### src/rtl/irq_entry_ctrl_pkg.sv
// Shared types for interrupt entry: FSM states, privilege levels, IRQ vector and mcause layout.
package irq_entry_ctrl_pkg;

  typedef enum logic [1:0] {
    IDLE  = 2'd0,
    DRAIN = 2'd1,
    TAKE  = 2'd2,
    COOL  = 2'd3
  } irq_state_e;

  typedef enum logic [1:0] {
    PRIV_LVL_U = 2'b00,
    PRIV_LVL_S = 2'b01,
    PRIV_LVL_H = 2'b10,
    PRIV_LVL_M = 2'b11
  } priv_lvl_e;

  localparam logic [3:0] CSR_MSI_BIT = 4'd3;
  localparam logic [3:0] CSR_MTI_BIT = 4'd7;
  localparam logic [3:0] CSR_MEI_BIT = 4'd11;

  typedef struct packed {
    logic m_software;
    logic m_timer;
    logic m_external;
  } irqs_t;

  typedef struct packed {
    logic       irq;
    logic [3:0] trap_code;
  } mcause_t;

endpackage

### src/rtl/irq_entry_ctrl_if.sv
// Pipeline/CSR-side signal bundle of the interrupt entry controller.
interface irq_entry_ctrl_if
  import irq_entry_ctrl_pkg::*;
#(
  parameter int CNT_W = 32
);
  irqs_t            irq_pending_i;
  logic             mstatus_mie_i;
  priv_lvl_e        current_plvl_i;
  logic [4:0]       instr_valid_i;
  logic             mem_trap_i;
  logic [31:0]      fetch_pc_i;
  logic             fetch_stall_o;
  logic             if_id_flush_o;
  logic             new_pc_en_o;
  logic             is_trap_o;
  mcause_t          csr_mcause_o;
  logic [31:0]      exc_pc_o;
  logic             busy_o;
  logic             drain_timeout_o;
  logic [CNT_W-1:0] irq_count_o;

  modport slave (
    input  irq_pending_i, mstatus_mie_i, current_plvl_i, instr_valid_i,
           mem_trap_i, fetch_pc_i,
    output fetch_stall_o, if_id_flush_o, new_pc_en_o, is_trap_o,
           csr_mcause_o, exc_pc_o, busy_o, drain_timeout_o, irq_count_o
  );

  modport master (
    output irq_pending_i, mstatus_mie_i, current_plvl_i, instr_valid_i,
           mem_trap_i, fetch_pc_i,
    input  fetch_stall_o, if_id_flush_o, new_pc_en_o, is_trap_o,
           csr_mcause_o, exc_pc_o, busy_o, drain_timeout_o, irq_count_o
  );

endinterface

### src/rtl/irq_prio_enc.sv
// Fixed-priority interrupt encoder: external > software > timer.
module irq_prio_enc
  import irq_entry_ctrl_pkg::*;
(
  input  irqs_t      irqs,
  output logic       valid,
  output logic [3:0] code
);

  always_comb begin
    valid = irqs.m_external | irqs.m_software | irqs.m_timer;
    code  = '0;
    if (irqs.m_external) begin
      code = CSR_MEI_BIT;
    end else if (irqs.m_software) begin
      code = CSR_MSI_BIT;
    end else if (irqs.m_timer) begin
      code = CSR_MTI_BIT;
    end
  end

endmodule

### src/rtl/irq_entry_ctrl.sv
// Interrupt entry sequencer: stalls fetch, drains the pipe, then issues a one-cycle trap request.
module irq_entry_ctrl
  import irq_entry_ctrl_pkg::*;
#(
  parameter int DRAIN_MAX = 64,
  parameter int CNT_W     = 32
) (
  input logic             clk_i,
  input logic             rst_i,
  irq_entry_ctrl_if.slave bus
);

  localparam int DCNT_W = $clog2(DRAIN_MAX + 1);
  localparam logic [DCNT_W-1:0] DRAIN_TOP  = DCNT_W'(DRAIN_MAX);
  localparam logic [DCNT_W-1:0] DRAIN_LAST = DCNT_W'(DRAIN_MAX - 1);

  irq_state_e        state_reg;
  logic [DCNT_W-1:0] drain_cnt_reg;
  logic              timeout_reg;
  logic [3:0]        code_reg;
  logic [CNT_W-1:0]  count_reg;

  logic       irq_en;
  logic       prio_valid;
  logic [3:0] prio_code;
  logic       take_req;

  irq_prio_enc u_prio_enc (
    .irqs  (bus.irq_pending_i),
    .valid (prio_valid),
    .code  (prio_code)
  );

  // User mode is always interruptible by M-mode sources regardless of MIE.
  assign irq_en   = bus.mstatus_mie_i || (bus.current_plvl_i == PRIV_LVL_U);
  assign take_req = irq_en && prio_valid;

  always_ff @(posedge clk_i) begin
    if (rst_i) begin
      state_reg     <= IDLE;
      drain_cnt_reg <= '0;
      timeout_reg   <= 1'b0;
      code_reg      <= '0;
      count_reg     <= '0;
    end else begin
      case (state_reg)
        IDLE: begin
          drain_cnt_reg <= '0;
          if (take_req && !bus.mem_trap_i) begin
            state_reg <= DRAIN;
          end
        end
        DRAIN: begin
          if (prio_valid) begin
            code_reg <= prio_code;
          end
          if (drain_cnt_reg != DRAIN_TOP) begin
            drain_cnt_reg <= drain_cnt_reg + 1'b1;
          end
          if (drain_cnt_reg == DRAIN_LAST) begin
            timeout_reg <= 1'b1;
          end
          if (bus.mem_trap_i || !take_req) begin
            state_reg <= IDLE;
          end else if (bus.instr_valid_i == 5'b0) begin
            state_reg <= TAKE;
          end
        end
        TAKE: begin
          count_reg <= count_reg + 1'b1;
          state_reg <= COOL;
        end
        default: begin
          state_reg <= IDLE;
        end
      endcase
    end
  end

  logic        stall_dec;
  logic        flush_dec;
  logic        trap_dec;
  mcause_t     mcause_dec;
  logic [31:0] exc_pc_dec;

  always_comb begin
    stall_dec  = 1'b0;
    flush_dec  = 1'b0;
    trap_dec   = 1'b0;
    mcause_dec = '0;
    exc_pc_dec = '0;
    case (state_reg)
      DRAIN: begin
        stall_dec = 1'b1;
        flush_dec = 1'b1;
      end
      TAKE: begin
        stall_dec  = 1'b1;
        trap_dec   = 1'b1;
        // A request that vanished in this very cycle falls back to the code seen while draining.
        mcause_dec = mcause_t'({1'b1, take_req ? prio_code : code_reg});
        exc_pc_dec = bus.fetch_pc_i;
      end
      default: begin
      end
    endcase
  end

  assign bus.fetch_stall_o   = stall_dec;
  assign bus.if_id_flush_o   = flush_dec;
  assign bus.new_pc_en_o     = trap_dec;
  assign bus.is_trap_o       = trap_dec;
  assign bus.csr_mcause_o    = mcause_dec;
  assign bus.exc_pc_o        = exc_pc_dec;
  assign bus.busy_o          = (state_reg != IDLE);
  assign bus.drain_timeout_o = timeout_reg;
  assign bus.irq_count_o     = count_reg;

endmodule
### src/flat_wrapper.sv
// flat-port wrapper written by rule: the top's interface ports become plain ports
module irq_entry_ctrl_flat import irq_entry_ctrl_pkg::*;
#(
  parameter int DRAIN_MAX = 64,
  parameter int CNT_W     = 32
)
  (clk_i, rst_i, bus_irq_pending_i, bus_mstatus_mie_i, bus_current_plvl_i, bus_instr_valid_i, bus_mem_trap_i, bus_fetch_pc_i, bus_fetch_stall_o, bus_if_id_flush_o, bus_new_pc_en_o, bus_is_trap_o, bus_csr_mcause_o, bus_exc_pc_o, bus_busy_o, bus_drain_timeout_o, bus_irq_count_o);
  irq_entry_ctrl_if #(.CNT_W(CNT_W)) bus_i ();
  input logic clk_i;
  input logic rst_i;
  input wire logic [$bits(bus_i.irq_pending_i)-1:0] bus_irq_pending_i;
  input wire logic [$bits(bus_i.mstatus_mie_i)-1:0] bus_mstatus_mie_i;
  input wire logic [$bits(bus_i.current_plvl_i)-1:0] bus_current_plvl_i;
  input wire logic [$bits(bus_i.instr_valid_i)-1:0] bus_instr_valid_i;
  input wire logic [$bits(bus_i.mem_trap_i)-1:0] bus_mem_trap_i;
  input wire logic [$bits(bus_i.fetch_pc_i)-1:0] bus_fetch_pc_i;
  output wire logic [$bits(bus_i.fetch_stall_o)-1:0] bus_fetch_stall_o;
  output wire logic [$bits(bus_i.if_id_flush_o)-1:0] bus_if_id_flush_o;
  output wire logic [$bits(bus_i.new_pc_en_o)-1:0] bus_new_pc_en_o;
  output wire logic [$bits(bus_i.is_trap_o)-1:0] bus_is_trap_o;
  output wire logic [$bits(bus_i.csr_mcause_o)-1:0] bus_csr_mcause_o;
  output wire logic [$bits(bus_i.exc_pc_o)-1:0] bus_exc_pc_o;
  output wire logic [$bits(bus_i.busy_o)-1:0] bus_busy_o;
  output wire logic [$bits(bus_i.drain_timeout_o)-1:0] bus_drain_timeout_o;
  output wire logic [$bits(bus_i.irq_count_o)-1:0] bus_irq_count_o;
  assign bus_i.irq_pending_i = bus_irq_pending_i;
  assign bus_i.mstatus_mie_i = bus_mstatus_mie_i;
  assign bus_i.current_plvl_i = bus_current_plvl_i;
  assign bus_i.instr_valid_i = bus_instr_valid_i;
  assign bus_i.mem_trap_i = bus_mem_trap_i;
  assign bus_i.fetch_pc_i = bus_fetch_pc_i;
  assign bus_fetch_stall_o = bus_i.fetch_stall_o;
  assign bus_if_id_flush_o = bus_i.if_id_flush_o;
  assign bus_new_pc_en_o = bus_i.new_pc_en_o;
  assign bus_is_trap_o = bus_i.is_trap_o;
  assign bus_csr_mcause_o = bus_i.csr_mcause_o;
  assign bus_exc_pc_o = bus_i.exc_pc_o;
  assign bus_busy_o = bus_i.busy_o;
  assign bus_drain_timeout_o = bus_i.drain_timeout_o;
  assign bus_irq_count_o = bus_i.irq_count_o;
  irq_entry_ctrl #(.DRAIN_MAX(DRAIN_MAX), .CNT_W(CNT_W)) u_core (.clk_i(clk_i), .rst_i(rst_i), .bus(bus_i));
endmodule
### config.mk
export PLATFORM = sky130hd
export DESIGN_NAME = irq_entry_ctrl_flat
export DESIGN_NICKNAME = d
export VERILOG_FILES = /design/src/rtl/irq_entry_ctrl_pkg.sv /design/src/rtl/irq_entry_ctrl_if.sv /design/src/rtl/irq_prio_enc.sv /design/src/rtl/irq_entry_ctrl.sv /design/src/flat_wrapper.sv
export SDC_FILE = /design/constraint.sdc
export NUM_CORES = 1
export LEC_CHECK = 0
export BUFFER_PORTS_ARGS = -buffer_cell sky130_fd_sc_hd__buf_2
export CAP_MARGIN = 5
export CORE_MARGIN = 5
export CORE_UTILIZATION = 40
export CTS_CLUSTER_DIAMETER = 150
export DETAILED_ROUTE_END_ITERATION = 10
export PLACE_DENSITY = 0.71
export SYNTH_ARGS = -nofsm -noshare
export SYNTH_HDL_FRONTEND = slang
export SYNTH_SLANG_ARGS = --single-unit
### constraint.sdc
create_clock -name clk_i -period 5.72 [get_ports clk_i]
set_clock_uncertainty 0.05 [all_clocks]
set_input_delay 0.286 -clock clk_i [delete_from_list [all_inputs] [get_ports clk_i]]
set_output_delay 0.286 -clock clk_i [all_outputs]
set_load 0.005 [all_outputs]
# --- After elaboration in Yosys (flattened, before gate mapping) ---
# Cells that the tools add are included.
totals:
  in_bits: 46
  word_cells: 47
  ff_bits: 46
classes:
  n_reduce_logical: 16
  eq_ne: 7
  n_bitwise: 2
  n_mux: 15
  add_sub_neg: 2
ops:
  columns: ["op", "count"]
  rows:
  - ["adder 32 x 1 -> 32 bit, second input constant", 1]
  - ["2-to-1 mux 32 bit", 1]
  - ["one-hot mux 7 bit (2 select lines)", 1]
  - ["2-to-1 mux 4 bit", 2]
  - ["AND reduction 2 bit", 4]
  - ["adder 7 x 1 -> 7 bit, second input constant", 1]
  - ["equality test 7 x 6 -> 1 bit, second input constant", 1]
  - ["2-to-1 mux 7 bit", 1]
  - ["inequality test 7 bit, second input constant", 1]
  - ["2-to-1 mux 2 bit", 3]
  - ["2-to-1 mux 3 bit", 2]
  - ["one-hot mux 2 bit (3 select lines)", 1]
  - ["zero test 5 bit", 1]
  - ["2-to-1 mux 5 bit", 1]
  - ["zero test 2 bit", 2]
  - ["inequality test 2 x 1 -> 1 bit, second input constant", 2]
  - ["nonzero test 2 bit", 2]
  - ["2-to-1 mux 1 bit", 3]
  - ["inequality test 3 x 1 -> 1 bit, second input constant", 1]
  - ["equality test 2 x 1 -> 1 bit, second input constant", 1]
  - ["equality test 2 bit, second input constant", 1]
  - ["logical AND 1 bit", 2]
  - ["zero test 1 bit", 2]
  - ["logical OR 1 bit", 2]
  - ["2 further kinds", 3]

# --- Logic depth before layout (Yosys ltp) ---
# Gate-level depths: netlist (run 1).
logic_depth:
  ltp_word: 7
  depth_mapped: 9
  mapped_depth_nobuf: 6

# --- Hierarchy ---
# A second synthesis (run 1) with hierarchy kept.
hier_totals:
  cells_unflattened: 326
  hier_area_um2: 2617.5
by_module_without_submodules:
  columns: ["module", "n_inst", "cells_per_inst", "area_each_um2", "seq_area_each_um2"]
  rows:
  - ["irq_entry_ctrl", 1, 321, 2582.5, 920.9]
  - ["irq_prio_enc", 1, 5, 35.0, 0.0]

# --- Worst setup path after synthesis (run 1) ---
# OpenSTA, ideal clock, no wires.
synth_timing:
  path_type: "register -> register"
  start: "reg u_core.state_reg[0]"
  end: "reg u_core.count_reg[17] (netlist: u_core.bus.irq_count_o[17])"
  arrival_time_ns: 1.893
  path_slack_ns: 3.707
  stages_incl_launch_ff: 7
  period_less_slack_ns: 2.013
  required_time_ns: 5.600
  cell_sequence: "dfxtp_1 -> inv_1 -> ha_1 -> nand4_1 -> or3_4 -> or4_1 -> a21oi_1"
synth_between:
  elab_chain_len: 1
synth_lines:
  columns: ["element", "line", "source"]
  rows:
  - ["start, declared", "irq_entry_ctrl.sv:17", "irq_state_e state_reg;"]
  - ["start signal, assigned", "irq_entry_ctrl.sv:40", "state_reg <= IDLE;"]
  - ["start signal, assigned", "irq_entry_ctrl.sv:50", "state_reg <= DRAIN;"]
  - ["start signal, assigned", "irq_entry_ctrl.sv:64", "state_reg <= IDLE;"]
  - ["equality test 2 bit", "irq_entry_ctrl.sv:46", "case (state_reg)"]
  - ["end signal, assigned", "irq_entry_ctrl.sv:70", "count_reg <= count_reg + 1'b1;"]
  - ["end, declared", "irq_entry_ctrl.sv:21", "logic [CNT_W-1:0] count_reg;"]
# No other way between the ends.
# A chain may end at the register's enable or synchronous reset.

# --- Worst setup path in the final report (run 1) ---
layout_timing:
  start: "reg u_core.state_reg[0]"
  end: "reg u_core.count_reg[30] (netlist: u_core.bus.irq_count_o[30])"
# The elaborated chain is that of the path after synthesis.

==> results.toml, run 1 <==
[run_status]
outcome = "finished clean"

[yosys]
syn_area_sq_um = 2529
synth_compound_area_share_pct = 16.63
syn_avg_cell_area_sq_um = 8.131
async_flop_share_pct = 0
synth-adder-area-share_pct = 2.969
synth_mux_area_share_pct = 0.3958
yosysUniqueCellTypes = 47
yosysSeqAreaShare_pct = 35.63
synth_top_family_by_area = "simple AND/OR/NAND/NOR gates"
ys_warn_count = 0
synthXorXnorAreaFrac_pct = 4.156
synth_area_leaders = "dfxtp_1, and2_1, a21oi_1"
synth_area_leader_cell = "dfxtp_1"
synthCells = 311
synth.most_common_cell = "dfxtp_1"
synth.top_cell.area_share_pct = 35.63
ys_top_cells_by_count = "dfxtp_1, and2_1, a21oi_1, nor2_1, nand2_1"
synth_ff_type = "dfxtp_1"
synthSimpleGateAreaFrac_pct = 34.98
synth-edff-count = 0
syn_nets = 363
synth-seq-cells = 45

[routing]
via_per_inst = 5.266
dr.pass1.iters = 4
routedWlPerCell_um = 13.21
drtIter0Drc = 129
ant_nets = 0
drt_wl_total_um = 6554
num_vias = 2612
route.detailed.drc = 0

[min_path]
hp-class = "input pin to flip-flop"

[final_layout]
seqCellArea_sq_um = 900.9
largest_reg_flops = 32
drive_gt1_share_pct = 31.74
post-route-util_pct = 51.54
final_cells = 496
nets = 471
antenna_cells = 0
fill_cells = 632
multi_input_area_sq_um = 1495
area_growth_pct = 27.21

[cts]
clk_pin_slew_ns = 0.08
post_cts_buffers = 0
clock_sinks = 45
htree_levels = 2
clock_latency_ns = 0.29
cts_root_buffer = "clkbuf_8"
numCtsBuffers = 5
clockBufferDepth = 2
cts_tree = "built"
hold_buffers = 0
post_cts_resized = 0

[floorplanning]
std_cell_rows = 29
io_pins = 121
fp.dieW_um = 89.51
die_y_um = 89.51
core_sq_um = 6241
start_util_pct = 40.52
dieArea_sq_um = 8012

[worst_setup_path]
cp-end-kind = "flip-flop"
start_kind = "flip-flop"
path_max_fanout = 45
critPathKind = "flip-flop to flip-flop"
crit_required_ns = 5.88
cp_data_arrival_time_ns = 3.28

[global_routing]
grtUsageMet2_pct = 27.80
gr-max-usage-layer = "met2"
use_met3_pct = 3.226
grt_pass1_vias = 2352
grt_pass1_wl_um = 10500
antenna_found_initial = 0
grtUsageMet1_pct = 20.77
grt_max_degree = 46
grt_overflow_total = 0
grt_usage_pct = 16.14

[sta]
finalCriticalPeriod_ns = 3.125
fmax_mhz = 320.0
setup_viol = 0
slew_violations = 0
setup_tns_ns = 0
hold_viol_final = 0
maxSlewHeadroom_pct = 25.06
rsz0062_at_grt = "no"
worst_slew_pin_slew_ns = 1.124
hold_ws_ns = 0.2434
post-route-period-util_pct = 54.64

[placed_design]
hpwlAfterDp_um = 4921
placed_cells = 489
place_congestion = 0.8738
numPortBuffers = 120

[flow_run]
maxCapViolCount = 0

[power]
power_density_nw_per_um2 = 183.9
p_leak_nw = 1.439
fin_total_pwr_w = 0.0005916
vdd_drop_max_uv = 130.8
[area by class of cell]
class / count / area share (%)
Tap cell: 77 / 2.995
Timing Repair Buffer: 120 / 18.67
Inverter: 10 / 1.167
Sequential cell: 45 / 28.00
Clock buffer: 7 / 2.684
Multi-Input combinational cell: 237 / 46.48
[cell families after synthesis]
family	count (synthesis)
AND/OR/NAND/NOR	151
XOR/XNOR	12
adder cells (fa/ha/maj)	6
buffers and inverters	29
AO/OA/AOI/OAI	67
multiplexers	1
flip-flops	45
[stage by stage]
stage	area, sq um	setup slack (ns)
global placement	3131	2.749
finish	3217	2.595
global route	3217	2.291
CTS	3217	2.584
detailed placement	3131	2.626
floorplan	2529	3.707
[routing by layer]
layer  part of all wire (%)  vias to the layer above
met2                     48                       61
met5                      0                        -
met4                   0.64                        0
li1                       -                     1346
met1                     46                     1201
met3                    5.2                        4
[worst max-delay path: stages (launching register included)]
cell and delay, ns:
dfxtp_1 0.33, inv_1 0.11, ha_1 0.92, and4_1 0.53
nand4_4 0.34, or4_1 0.59, a21oi_1 0.16
[power breakdown]
group | switching (W) | leakage, nW | internal [W] | total (W)
combinational | 0.0000409 | 1.03 | 0.0000319 | 0.0000727
clock | 0.000100 | 0.0443 | 0.0000960 | 0.000196
sequential | 0.00000421 | 0.363 | 0.000319 | 0.000323
[path summary, 6_finish.rpt]
check,startpoint,slack [ns],depth (start not counted),end
worst min register to register,u_core.bus.drain_timeout_o,0.39,2,u_core.bus.drain_timeout_o
worst min-delay path,bus_irq_pending_i[0],0.24,3,u_core.code_reg[3]
worst max-delay path,u_core.state_reg[0],2.59,6,u_core.bus.irq_count_o[30]
worst max register to register,u_core.state_reg[0],2.59,6,u_core.bus.irq_count_o[30]
[cells in the final DEF, fill, tap and decap left out, types with 6 or more instances in the layout]
| cell type | netlist | final |
|---|---|---|
| o21ai_0 | 11 | 11 |
| nand2_1 | 18 | 18 |
| o31ai_1 | 13 | 13 |
| clkbuf_8 | 0 | 6 |
| ha_1 | 6 | 6 |
| or3_1 | 8 | 8 |
| nor2_1 | 26 | 26 |
| nor3_1 | 6 | 6 |
| dfxtp_1 | 45 | 45 |
| xor2_1 | 7 | 7 |
| inv_1 | 9 | 9 |
| nand3_1 | 15 | 15 |
| or4_1 | 13 | 13 |
| nand4_1 | 10 | 10 |
| buf_2 | 1 | 120 |
| a21oi_1 | 26 | 26 |
| and2_1 | 36 | 36 |
Power figures use the tool's default switching activity.
==> run 2, diff against run 1 <==
ABC_AREA = 1   (was not set)
PLACE_DENSITY = 0.69   (was 0.71)
clock period = 3.2 ns   (was 5.72 ns; I/O delays follow)
==> results.toml, run 2 <==
[run_status]
outcome = "finished clean"

[worst_setup_path]
path_buf_inv = 4
start_kind = "flip-flop"
max_stage_delay_ns = 0.43
cp-end-kind = "output port"
critPathKind = "flip-flop to output port"
critPathSlowestCell = "buf_4"
cp_data_arrival_time_ns = 1.73
critPathMostFrequentCell = "inv_1"
cp_top_family = "buffers and inverters"
path_max_fanout = 48
crit_required_ns = 2.99
cp_cell_sequence = "inv_1 -> ha_2 -> buf_4 -> nand2_1 -> inv_1 -> buf_2"

[sta]
fin_ws_ns = 1.264
hold_viol_final = 0
maxSlewHeadroom_pct = 48.78
worst_slew_pin_slew_ns = 0.7675
finalCriticalPeriod_ns = 1.936
setup_viol = 0
setup_tns_ns = 0
slew_violations = 0
rsz0062_at_grt = "no"
fmax_mhz = 516.6
post-route-period-util_pct = 60.49

[global_routing]
antenna_found_initial = 0
grt_usage_pct = 18.63
grt_pass1_vias = 2827
grt_pass1_wl_um = 13230
grt_max_degree = 49
grt_overflow_total = 0

[floorplanning]
start_util_pct = 41.09
die_y_um = 93.31
fp.dieW_um = 93.31
io_pins = 121
std_cell_rows = 30
core_sq_um = 6756
dieArea_sq_um = 8707

[routing]
routed-wl-met3_um = 673
drtIter0Drc = 163
met1_length_um = 3571
dr.pass1.iters = 4
num_vias = 3165
wl_met2_um = 3610
via_per_inst = 4.788
ant_nets = 0
routedWlPerCell_um = 12.03
route.detailed.drc = 0
top_layer = "met4"
drt_wl_total_um = 7955

[cts]
htree_levels = 2
numCtsBuffers = 5
cts_root_buffer = "clkbuf_8"
cts_tree = "built"
clk_pin_slew_ns = 0.08
post_cts_resized = 0
post_cts_buffers = 0
clock_latency_ns = 0.31
hold_buffers = 0
clock_sinks = 45
clockBufferDepth = 2

[yosys]
yosysSeqAreaShare_pct = 32.45
synth.most_common_cell = "nand2_1"
synth_ff_type = "dfxtp_1"
ys_warn_count = 0
synth-edff-count = 0
synth_area_leaders = "dfxtp_1, nand2_1, inv_1"
async_flop_share_pct = 0
yosysUniqueCellTypes = 27
synth.top_cell.area_share_pct = 32.45
syn_nets = 518
syn_area_sq_um = 2776
synth-seq-cells = 45
synth_area_leader_cell = "dfxtp_1"
ys_top_cells_by_count = "nand2_1, inv_1, nor2_1"
syn_avg_cell_area_sq_um = 5.958
synthCells = 466

[flow_run]
maxCapViolCount = 0

[final_layout]
final_common_cell = "nand2_1"
largest_reg_flops = 32
post-route-util_pct = 52.61
layout_common_cells = "nand2_1, buf_2, inv_1, nor2_1, dfxtp_1"
area_growth_pct = 28.03
nets = 632
drive_gt1_share_pct = 24.61
antenna_cells = 0

[placed_design]
place_congestion = 0.8889
numPortBuffers = 120
hpwlAfterDp_um = 6243
place_ws_ns = 1.370

[power]
fin_total_pwr_w = 0.001686
p_clk_share_pct = 30.9
power_switching_share_pct = 34.19
power_density_nw_per_um2 = 474.3
vdd_drop_max_uv = 329.5
power_frac_seq_pct = 36.8
switching_power_w = 0.0005764
p_leak_nw = 1.971
p_int_w = 0.001110
p_comb_share_pct = 32.3

[min_path]
hp-class = "input pin to flip-flop"
[run 2: cell count changes in the layout (fill, tap and decap cells not counted), moves of 8 or more]
cell	before	now
or3_1	8	0
and2_1	36	0
o31ai_1	13	0
nand2_1	18	127
nor2_2	0	9
or4_1	13	0
inv_1	9	86
nand3_1	15	35
nor2_1	26	66
[run 2: final cells by class]
type	instances	area (sq um)
clock buffer	5	68.82
tap	80	100.1
multi-input combinational	320	1485
fill	687	3202
timing repair buffer	121	608.1
inverter	87	326.6
sequential	45	900.9
clock inverter	3	65.06
[run 2: logic make-up after synthesis]
family / synth area share, %
compound gates: 9.915
xor+xnor: 1.262
fa+ha+maj: 2.704
buf+inv: 14.15
flops: 32.45
simple gates: 39.52
[run 2: metal layers]
metal  global-route usage, %  vias to the layer above
li1                        -                     1660
met1                   23.29                     1386
met2                   31.98                      111
met3                   4.023                        8
met4                   5.495                        0
met5                       0                        -
[run 2: worst paths after layout]
check | startpoint | endpoint | slack [ns] | depth (start not counted)
worst max-delay path | u_core.state_reg[0] | bus_exc_pc_o[10] | 1.26 | 6
worst min-delay path | bus_irq_pending_i[0] | u_core.code_reg[3] | 0.08 | 3
worst max register to register | u_core.state_reg[0] | u_core.bus.irq_count_o[17] | 1.35 | 10
worst min register to register | u_core.bus.drain_timeout_o | u_core.bus.drain_timeout_o | 0.40 | 2
[run 2: tightest hold or removal path, delay by kind of cell]
| family | cells | cell delay (ns) |
|---|---|---|
| compound gates | 1 | 0.06 |
| buf+inv | 1 | 0.12 |
| simple gates | 1 | 0.05 |
[run 2: through the flow]
stage                     hold WS [ns]  cells  instance area (sq um)
after detailed placement        0.3883    653                   3421
final                          0.08045    661                   3555
after global placement          0.3838    653                   3421
after CTS                      0.07519    661                   3555
after global routing           0.09784    661                   3555
after floorplan                 0.2505    466                   2776
[run 2: power by group through the flow]
stage                     clock network (W)  registers [W]  logic [W]
after floorplan                           0       0.000630   0.000344
final                              0.000521       0.000621   0.000545
after detailed placement                  0       0.000633   0.000550
after global placement                    0       0.000632   0.000540
after CTS                          0.000534       0.000620   0.000551
after global routing               0.000559       0.000627   0.000619
==> run 3, diff against run 2 <==
clock period = 1.9 ns   (was 3.2 ns; I/O delays follow)
==> results.toml, run 3 (synthesis gave the netlist of run 2 again) <==
[min_path]
hp-class = "input pin to flip-flop"
min_path_cells = 3
holdCritStartpoint = "bus_irq_pending_i[0]"
min_to = "u_core.code_reg[3]"

[worst_setup_path]
path_buf_inv = 2
critPathKind = "flip-flop to flip-flop"
cp_top_family = "simple AND/OR/NAND/NOR gates"
max_stage_delay_ns = 0.34
path_max_fanout = 7
rrSetupSlack_ns = 0.21
cp_data_arrival_time_ns = 1.83
cp_cell_sequence = "inv_1 -> ha_2 -> inv_2 -> nor2_1 -> nand3_1 -> nor2_2 -> nand3_1 -> o21bai_1 -> nor2_1"
cp-end-kind = "flip-flop"
critPathSlowestCell = "dfxtp_1"
cp-startpoint = "u_core.state_reg[0]"
r2r_start = "u_core.state_reg[0]"
reg2reg_to = "u_core.bus.irq_count_o[31]"
start_kind = "flip-flop"
reg2reg_depth = 9
crit_required_ns = 2.04

[final_layout]
antenna_cells = 0
drive_gt1_share_pct = 25.09
area_growth_pct = 28.21
nets = 634
largest_reg_flops = 32
fill_cells = 704
final_common_cell = "nand2_1"
layout_common_cells = "nand2_1, buf_2, inv_1, nor2_1, dfxtp_1"

[sta]
setup_viol = 0
setup_tns_ns = 0
hold_viol_final = 0
fin_ws_ns = 0.2121
worst_slew_pin_slew_ns = 0.8075
fmax_mhz = 592.5
hold_ws_ns = 0.02969
finalCriticalPeriod_ns = 1.688
rsz0062_at_grt = "no"
post-route-period-util_pct = 88.84
maxSlewHeadroom_pct = 46.11
slew_violations = 0

[floorplanning]
core_sq_um = 6756
die_y_um = 93.31
start_util_pct = 41.09
fp.dieW_um = 93.31
dieArea_sq_um = 8707
io_pins = 121
std_cell_rows = 30

[cts]
hold_buffers = 0
clock_sinks = 45
clock_latency_ns = 0.31
clockBufferDepth = 2
cts_root_buffer = "clkbuf_8"
cts_tree = "built"
numCtsBuffers = 5
post_cts_buffers = 0
htree_levels = 2
clk_pin_slew_ns = 0.08

[routing]
via_per_inst = 4.885
route.detailed.drc = 0
drt_wl_total_um = 7917
routedWlPerCell_um = 11.96
dr.pass1.iters = 5
ant_nets = 0
num_vias = 3234
drtIter0Drc = 208

[power]
fin_total_pwr_w = 0.002726
p_leak_nw = 1.971
vdd_drop_max_uv = 505.0
power_density_nw_per_um2 = 765.7

[global_routing]
grt_overflow_total = 0
grt_pass1_vias = 2931
grt_pass1_wl_um = 13190
grt_usage_pct = 18.46
grt_max_degree = 49
antenna_found_initial = 0

[placed_design]
place_congestion = 0.9179
numPortBuffers = 120
hpwlAfterDp_um = 6239
place_ws_ns = 0.2225

[run_status]
outcome = "finished clean"

[flow_run]
maxCapViolCount = 0
==> run 3: worst register-to-register path, cell delays in order, from the launching register on <==
cell	delay (ns)
dfxtp_1	0.34
inv_1	0.09
ha_2	0.29
inv_2	0.11
nor2_1	0.14
nand3_1	0.11
nor2_2	0.17
nand3_1	0.11
o21bai_1	0.14
nor2_1	0.05
==> run 3: worst max path at each step <==
| stage | to | cells after the start |
|---|---|---|
| floorplan | u_core.bus.irq_count_o[31] | 9 |
| global placement | u_core.bus.irq_count_o[31] | 9 |
| detailed placement | u_core.bus.irq_count_o[31] | 9 |
| CTS | u_core.bus.irq_count_o[31] | 9 |
| global route | u_core.bus.irq_count_o[31] | 9 |
| finish | u_core.bus.irq_count_o[31] | 9 |
==> run 3: power by group <==
part / switching, W / internal [W] / leakage, nW
clock: 0.000333 / 0.000383 / 0.0540
combinational: 0.000578 / 0.000381 / 1.55
sequential: 0.0000486 / 0.00100 / 0.364
==> run 3: stage by stage <==
step	utilization, %	instances	cell area [sq um]
after floorplan	-	466	2776
after global routing	52.69	662	3560
after CTS	52.57	662	3552
after detailed placement	51.04	655	3448
after global placement	51.04	655	3448
final	52.69	662	3560
==> run 3: timing repair <==
action	in CTS	in global routing
endpoints found under the setup margin	0	2
resized for setup	0	3
endpoints found under the hold margin	0	0
==> run 3: final cells by class <==
| class | count | area (sq um) | share of cell area (%) |
|---|---|---|---|
| clock inverter | 2 | 35.03 | 0.9842 |
| inverter | 87 | 326.6 | 9.174 |
| tap | 80 | 100.1 | 2.812 |
| multi-input combinational | 320 | 1490 | 41.86 |
| sequential | 45 | 903.4 | 25.38 |
| timing repair buffer | 123 | 635.6 | 17.86 |
| clock buffer | 5 | 68.82 | 1.933 |
==> run 3: per-layer routing <==
metal	track usage [%]	share of wire (%)	vias up
met1	22.81	44	1428
li1	-	-	1660
met3	4.103	9.7	6
met5	0	0	-
met4	5.617	1.3	0
met2	31.80	45	140
